File: config.mk
export PLATFORM = sky130hd
export DESIGN_NAME = ahb_read_slave_param
export DESIGN_NICKNAME = d
export VERILOG_FILES = /design/src/rtl/ahb_read_slave_param.sv
export SDC_FILE = /design/constraint.sdc
export NUM_CORES = 1
export LEC_CHECK = 0
export ABC_CLOCK_PERIOD_IN_PS = 4100
export CAP_MARGIN = 20
export CELL_PAD_IN_SITES_DETAIL_PLACEMENT = 1
export CELL_PAD_IN_SITES_GLOBAL_PLACEMENT = 2
export CORE_UTILIZATION = 19
export DETAILED_ROUTE_END_ITERATION = 10
export PLACE_DENSITY_LB_ADDON = 0.1
export SLEW_MARGIN = 20
export SYNTH_ARGS = -nofsm -noshare
export SYNTH_HDL_FRONTEND = slang
export SYNTH_SLANG_ARGS = --single-unit
File: constraint.sdc
create_clock -name hclk -period 4.1 [get_ports hclk]
set_input_delay 0.615 -clock hclk [delete_from_list [all_inputs] [get_ports hclk]]
set_output_delay 0.615 -clock hclk [all_outputs]
set_load 0.01 [all_outputs]
File: src/rtl/ahb_read_slave_param.sv
`default_nettype none
// ============================================================================
// Module   : ahb_read_slave_param
// Purpose  : Parametrised AHB-Lite read-only register slave with OKAY and
//            two-cycle ERROR responses. Optional wait states: AHB_RD_WAIT_EN.
// Revision : 1.0 - initial release
// ============================================================================
module ahb_read_slave_param #(
    parameter int DATA_W   = 32,
    parameter int NUM_REGS = 8,
    parameter int ADDR_W   = 12,
    parameter int WAIT_W   = 4
) (
    input  logic                       hclk,
    input  logic                       hreset,
    input  logic                       hsel,
    input  logic [ADDR_W-1:0]          haddr,
    input  logic [1:0]                 htrans,
    input  logic                       hwrite,
    input  logic [2:0]                 hsize,
    input  logic                       hready,
    input  logic [NUM_REGS*DATA_W-1:0] rd_regs,
`ifdef AHB_RD_WAIT_EN
    input  logic [WAIT_W-1:0]          wait_cycles,
`endif
    output logic [DATA_W-1:0]          hrdata,
    output logic                       hreadyout,
    output logic                       hresp,
    output logic                       rd_strobe,
    output logic [((NUM_REGS > 1) ? $clog2(NUM_REGS) : 1)-1:0] rd_index
);

    localparam int          RI_W = (NUM_REGS > 1) ? $clog2(NUM_REGS) : 1;
    localparam int          LSB  = $clog2(DATA_W / 8);
    localparam int          IDX_W = ADDR_W - LSB;
    localparam logic [2:0]  LSB3 = 3'(LSB);

    if (WAIT_W < 1 || NUM_REGS < 1 || IDX_W < RI_W) begin : g_param_check
        $error("ahb_read_slave_param: illegal parameter combination");
    end

`ifdef AHB_RD_WAIT_EN
    typedef enum logic [2:0] {
        IDLE = 3'd0, WAIT = 3'd1, DATA = 3'd2, ERR1 = 3'd3, ERR2 = 3'd4
    } state_t;
`else
    typedef enum logic [2:0] {
        IDLE = 3'd0, DATA = 3'd2, ERR1 = 3'd3, ERR2 = 3'd4
    } state_t;
`endif

    state_t              r_state;
    state_t              w_state_nx;
    logic [DATA_W-1:0]   regs_a [NUM_REGS];
    logic [IDX_W-1:0]    w_idx;
    logic [RI_W-1:0]     w_ri;
    logic                w_accept;
    logic                w_err;
    logic                w_zero_wait;
    logic                unused_htrans0;

    assign unused_htrans0 = htrans[0];

    for (genvar gi = 0; gi < NUM_REGS; gi++) begin : g_unpack
        assign regs_a[gi] = rd_regs[gi*DATA_W +: DATA_W];
    end

    // Decode is done on the address phase and only its outcome is kept.
    assign w_idx    = haddr[ADDR_W-1:LSB];
    assign w_accept = hsel & hready & htrans[1];
    assign w_err    = hwrite
                    | (32'(w_idx) >= 32'(NUM_REGS))
                    | (hsize > LSB3)
                    | ((haddr & ~({ADDR_W{1'b1}} << hsize)) != '0);

`ifdef AHB_RD_WAIT_EN
    logic [WAIT_W-1:0]   r_cnt;
    logic [RI_W-1:0]     r_idx;

    assign w_zero_wait = (wait_cycles == '0);
    assign w_ri        = (r_state == WAIT) ? r_idx : w_idx[RI_W-1:0];

    always_ff @(posedge hclk) begin
        if (hreset) begin
            r_cnt <= '0;
            r_idx <= '0;
        end else if (hreadyout && w_accept) begin
            r_cnt <= wait_cycles;
            r_idx <= w_idx[RI_W-1:0];
        end else if (r_state == WAIT) begin
            r_cnt <= r_cnt - WAIT_W'(1);
        end
    end
`else
    assign w_zero_wait = 1'b1;
    assign w_ri        = w_idx[RI_W-1:0];
`endif

    always_comb begin
        w_state_nx = r_state;
        hreadyout  = 1'b1;
        hresp      = 1'b0;
        case (r_state)
            IDLE: w_state_nx = IDLE;
`ifdef AHB_RD_WAIT_EN
            WAIT: begin
                hreadyout = 1'b0;
                if (r_cnt == WAIT_W'(1)) w_state_nx = DATA;
            end
`endif
            DATA: w_state_nx = IDLE;
            ERR1: begin
                hreadyout  = 1'b0;
                hresp      = 1'b1;
                w_state_nx = ERR2;
            end
            ERR2: begin
                hresp      = 1'b1;
                w_state_nx = IDLE;
            end
            default: w_state_nx = IDLE;
        endcase
        // A new address phase is only sampled while the slave is ready.
        if (hreadyout && w_accept) begin
            if (w_err)            w_state_nx = ERR1;
            else if (w_zero_wait) w_state_nx = DATA;
`ifdef AHB_RD_WAIT_EN
            else                  w_state_nx = WAIT;
`endif
        end
    end

    always_ff @(posedge hclk) begin
        if (hreset) begin
            r_state   <= IDLE;
            hrdata    <= '0;
            rd_strobe <= 1'b0;
            rd_index  <= '0;
        end else begin
            r_state   <= w_state_nx;
            rd_strobe <= (w_state_nx == DATA);
            if (w_state_nx == DATA) begin
                hrdata   <= regs_a[w_ri];
                rd_index <= w_ri;
            end
        end
    end

endmodule
`default_nettype wire

# Yosys cells after proc, flatten, opt, wreduce, memory -nomap -nowiden
# Index checks and enable logic that the tools add are counted.
# Widths: inputs -> output; s select.
[word_totals] ff_bits=39 out_inout_bits=38 inputBits=278 elab_cells=30
[op_classes] eq_ne=3 n_mux=8 n_lt_le_gt_ge=3 n_shift=1 bitwise=8 reduce_logical=3
[ops] op="$bmux 32 s3" n=1
[ops] op="$mux 32" n=2
[ops] op="$and 12x12->12" n=1
[ops] op="$not 12->12" n=1
[ops] op="$reduce_bool 12->1" n=1
[ops] op="$shl 12x3->12 const A" n=1
[ops] op="$ge 10x4->1 const B" n=1
[ops] op="$eq 3x2->1 const B" n=2
[ops] op="$mux 3" n=2
[ops] op="$ge 4x4->1 const B" n=1
[ops] op="$not 3->4" n=1
[ops] op="$eq 3x3->1 const B" n=1
[ops] op="$gt 3x2->1 const B" n=1
[ops] op="$mux 1" n=3
[ops] op="$or 1x1->1" n=3
[ops] op="$and 1x1->1" n=2
[ops] op="$reduce_or 2->1" n=1
[ops] op="$logic_and 1x1->1" n=1

# Depth between registers and ports, before layout
[logic_depth] ltp_word=8 ltp_mapped=6 depth_no_buf=4

# Worst setup path before layout
# Ideal clock, no wire load.
[synth_timing] path_kind="input -> register" start="in haddr[2]" end="reg hrdata[5]" n_path_buf=2 t_arrival_ps=1683 path_stages=5 required_ps=3978 slack_ps=2295 setup_time_ps=122 path_cell_list="buf_6 buf_6 mux4_1 mux2i_1 a211oi_1"
[synth_via] elab_chain_len=7 elab_cells_between_ends=13 cone_classes="order compare: 1; eq/ne: 1; mux: 5; bitwise: 5; reduce/logical: 1"
[synth_lines] element="start, declared" line_no="17" rtl="input logic [ADDR_W-1:0] haddr,"
[synth_lines] element="$ge 10x4->1" line_no="72" rtl="| (32'(w_idx) >= 32'(NUM_REGS))"
[synth_lines] element="$or 1x1->1" line_no="72"
[synth_lines] element="$or 1x1->1" line_no="73" rtl="| (hsize > LSB3)"
[synth_lines] element="$or 1x1->1" line_no="74" rtl="| ((haddr & ~({ADDR_W{1'b1}} << hsize)) != '0);"
[synth_lines] element="$mux 1" line_no="125" rtl="if (w_err) w_state_nx = ERR1;"
[synth_lines] element="$mux 3" line_no="124" rtl="if (hreadyout && w_accept) begin"
[synth_lines] element="$eq 3x2->1" line_no="142" rtl="if (w_state_nx == DATA) begin"
[synth_lines] element="end signal, assigned" line_no="143" rtl="hrdata <= regs_a[w_ri];"
[synth_lines] element="end, declared" line_no="26" rtl="output logic [DATA_W-1:0] hrdata,"
# Parallel ways exist; a longest one is shown, timed or not. The select of a mux whose other input is x is not followed.
# A chain may end at the register's enable or synchronous reset.

# Final worst setup path
[layout_timing] start="in haddr[0]" end="reg hrdata[27]"
[layout_via] elab_chain_len=6
[layout_lines] element="$and 12x12->12" line_no="74"
[layout_lines] element="$reduce_bool 12->1" line_no="74"
[layout_lines] element="$or 1x1->1" line_no="74"
[layout_lines] element="$mux 1" line_no="125"
[layout_lines] element="$mux 3" line_no="124"
[layout_lines] element="$eq 3x2->1" line_no="142"
# Every way passes these cells.

==> metrics.md <==
| Metric | Value |
|---|---|
| Vias in the first global route | `around 4,000` |
| Total Routed Length | `approximately 15,000 um` |
| GPL Wtd Cong | `~0.66` |
| Worst EP arrival | `2.67 ns` |
| Iter 0 DRT Violations | `60` |
| Post-CTS Repair Setup Buffers | `0` |
| Clk buf depth | `2` |
| Crit. Startpoint | `haddr[0]` |
| Area contributors post-synth | `mux4_2 40%, dfxtp_1 22%, mux2i_1 9.1%` |
| Crit path required time | `around 4.3 ns` |
| Outcome | `complete, no violations` |
| Fin crit period | `2.486 ns` |
| CP top delay family | `simple AND/OR/NAND/NOR gates` |
| Final worst slack | `roughly 1.6 ns` |
| Core footprint | `about 18,000 sq um` |
| Slew headroom | `approximately two fifths` |
| # nets final | `831` |
| Area growth syn-to-layout | `93.59%` |
| Detailed Routing Iterations Pass 1 | `4` |
| R2R cell count | `4` |
| DIE AREA | `approximately 19,000 sq um` |
| CTS tree | `done` |
| Layout cell share with drive strength beyond 1 | `about 17%` |
| Critical path fanouts, max | `36` |
| Fmax | `402.2 MHz` |
| Leakage power | `about 2.3 nW` |
| Antenna violations before repair | `0` |
| Syn Area/Cell | `13.46 sq um` |
| Initial Utilization | `about 19%` |
| TritonCTS Buffers | `5` |
| Max-slew violations | `0` |
| # clock sinks | `39` |
| First-pass GRT wire length | `about 22,000 um` |
| Vias/cell | `4.590` |
| Slowest stage delay, CP | `~0.84 ns` |
| Post_cts resized | `0` |
| Gate Count Post-Synth | `between 200 and 300` |
| Synth top area share | `just over 40%` |
| Number of distinct library cells after synthesis | `28` |
| Synth area leader | `mux4_2` |
| Hold-fix buffers, CTS | `0` |
| Final period utilization | `between 60% and 70%` |
| Via count | `~3,600` |
| H-tree Lvls | `2` |
| Maxcap violations | `0` |
| Setup TNS | `0 ns` |
| WL per Instance | `18.99 um` |
| Flops & latches, synth | `39` |
| WP buf/inv | `1` |
| Top-level port count | `approximately 320` |
| Pwr Density | `around 180 nW/um^2` |
| Cell count along the critical path | `5` |
| Slowest cell on the critical path | `and4_2` |
| HP Class | `register to register` |
| Worst R2R End | `hrdata[27]$_SDFFE_PP0N_` |
| CP Class | `input pin to register` |
| Unrepaired setup endpoints after global routing | `false` |
| Row cnt | `49` |
| Number of remaining DRC errors | `0` |
| Die width | `roughly 140 um` |
| Filler Cells Inserted | `a little under 2,000` |
| CP Launch Type | `input pin` |
| Pre-CTS WS | `roughly 1.3 ns` |
| Critical Path Sink | `hrdata[27]$_SDFFE_PP0N_` |
| Overall routing resource usage | `14.89%` |
| Clock skew | `a little under 0.004 ns` |
| R2r setup slk | `around 2.4 ns` |
| Final setup fails | `0` |
| Die Ht | `roughly 140 um` |
| Antenna cell count | `0` |
| Port bufs | `314` |
| ANT nets after route | `0` |
| Slew @ Worst Pin | `~0.88 ns` |
| Final hold vios | `0` |
| Reg clk slew, reported paths | `0.06 ns` |
| Peak supply drop | `0.1192 mV` |
| Register area share after synthesis | `between 20% and 30%` |
| YS warnings | `0` |
| Post-Syn Area | `about 3500 sq um` |
| Largest net degree at the start of global routing | `46` |
| Clock Latency Late Sink | `~0.27 ns` |
| Syn Nets | `539` |
| HPWL Detailed | `approximately 12,000 um` |
| CP Cell Sequence | `clkdlybuf4s50_1 -> o21ai_0 -> and4_2 -> a21oi_1 -> a211oi_1` |
| Root Driver | `clkbuf_16` |
| GRT overflow | `0` |
| Total power | `between 1 and 1.5 mW` |
| Type of destination of the critical path | `register` |
| Critical R2R Launch | `r_state[2]$_SDFF_PP0_` |
| Hold path depth | `2` |
==> cell usage in the layout, fill, tap and decap left out, drive strengths merged <==
master,n
and3,2
nor4,2
a211oi,33
nor2,3
a21oi,35
o21a,1
clkbuf,6
dfxtp,39
and4,1
o21ai,6
nand4,1
nand3b,1
mux4,64
nand3,4
clkdlybuf4s50,310
nor3,2
mux2i,32
clkinv,1
nand2,1
nand2b,1
buf,8
==> registers in the layout, indices dropped and copies added, names as in the netlist <==
name,cells
rd_strobe,1
r_state,3
hrdata,32
rd_index,3
==> routing by layer <==
layer	routed length (um)	track usage, %	part of all wire (%)	vias up
met5	0	0	0	-
met4	82	2.597	0.55	0
met3	1288	3.692	8.7	4
met2	8339	29.92	56	153
met1	5138	15.39	35	1741
li1	-	-	-	1691
==> kinds of logic (layout without fill, tap and decap cells) <==
kind of cell / Yosys count / count (layout) / share of synthesized area, %
buf+inv: 33 / 325 / 8.942
flops: 39 / 39 / 22.23
compound gates: 75 / 75 / 14.82
mux: 96 / 96 / 50.27
simple gates: 18 / 18 / 3.741
==> cell usage after synthesis <==
| library cell | count |
|---|---|
| a211oi_1 | 21 |
| a211oi_2 | 12 |
| a21oi_1 | 35 |
| and3_1 | 2 |
| and4_1 | 1 |
| buf_12 | 3 |
| buf_2 | 9 |
| buf_4 | 2 |
| buf_6 | 13 |
| clkbuf_1 | 3 |
| clkbuf_8 | 2 |
| dfxtp_1 | 39 |
| dlygate4sd1_1 | 1 |
| mux2i_1 | 32 |
| mux4_1 | 1 |
| mux4_2 | 63 |
| nand2_1 | 1 |
| nand2b_1 | 1 |
| nand3_1 | 4 |
| nand3b_1 | 1 |
| nand4_2 | 1 |
| nor2_1 | 3 |
| nor3_1 | 1 |
| nor3_4 | 1 |
| nor4_1 | 1 |
| nor4_4 | 1 |
| o21a_1 | 1 |
| o21ai_0 | 6 |
==> tightest hold or removal path: cells and delay by family (launching register included) <==
family             cells  cell delay [ns]
DFF                    1             0.31
AOI/OAI and AO/OA      2             0.13
==> metrics by stage <==
stage	std cells	instance area, sq um	util [%]	hold WS [ns]
floorplan	261	3512	-	0.4934
global placement	775	6655	36.92	0.4642
detailed placement	775	6655	36.92	0.4824
CTS	782	6799	37.72	0.4943
global route	782	6799	37.72	0.5265
finish	782	6799	37.72	0.4881
==> layout make-up <==
cell class / count / area, sq um / share of cell area [%]
Clock inverter: 1 / 5.005 / 0.07361
Timing Repair Buffer: 318 / 3168 / 46.60
Sequential cell: 39 / 780.7 / 11.48
Clock buffer: 6 / 138.9 / 2.043
Multi-Input combinational cell: 189 / 2420 / 35.59
Tap cell: 229 / 286.5 / 4.214
==> worst min path at each step <==
stage	start	to	slack (ns)
finish	rd_index[2]$_SDFFE_PP0N_	rd_index[2]$_SDFFE_PP0N_	0.49
global route	rd_index[2]$_SDFFE_PP0N_	rd_index[2]$_SDFFE_PP0N_	0.53
CTS	rd_index[2]$_SDFFE_PP0N_	rd_index[2]$_SDFFE_PP0N_	0.49
detailed placement	rd_index[0]$_SDFFE_PP0N_	rd_index[0]$_SDFFE_PP0N_	0.48
global placement	rd_index[2]$_SDFFE_PP0N_	rd_index[2]$_SDFFE_PP0N_	0.46
floorplan	rd_index[0]$_SDFFE_PP0N_	rd_index[0]$_SDFFE_PP0N_	0.49
==> where the power goes <==
group,switching (mW),internal (mW),total (mW)
clock,0.142,0.237,0.379
sequential,0.000278,0.380,0.380
combinational,0.131,0.349,0.480
total,0.273,0.966,1.24
Power figures use the tool's default switching activity.
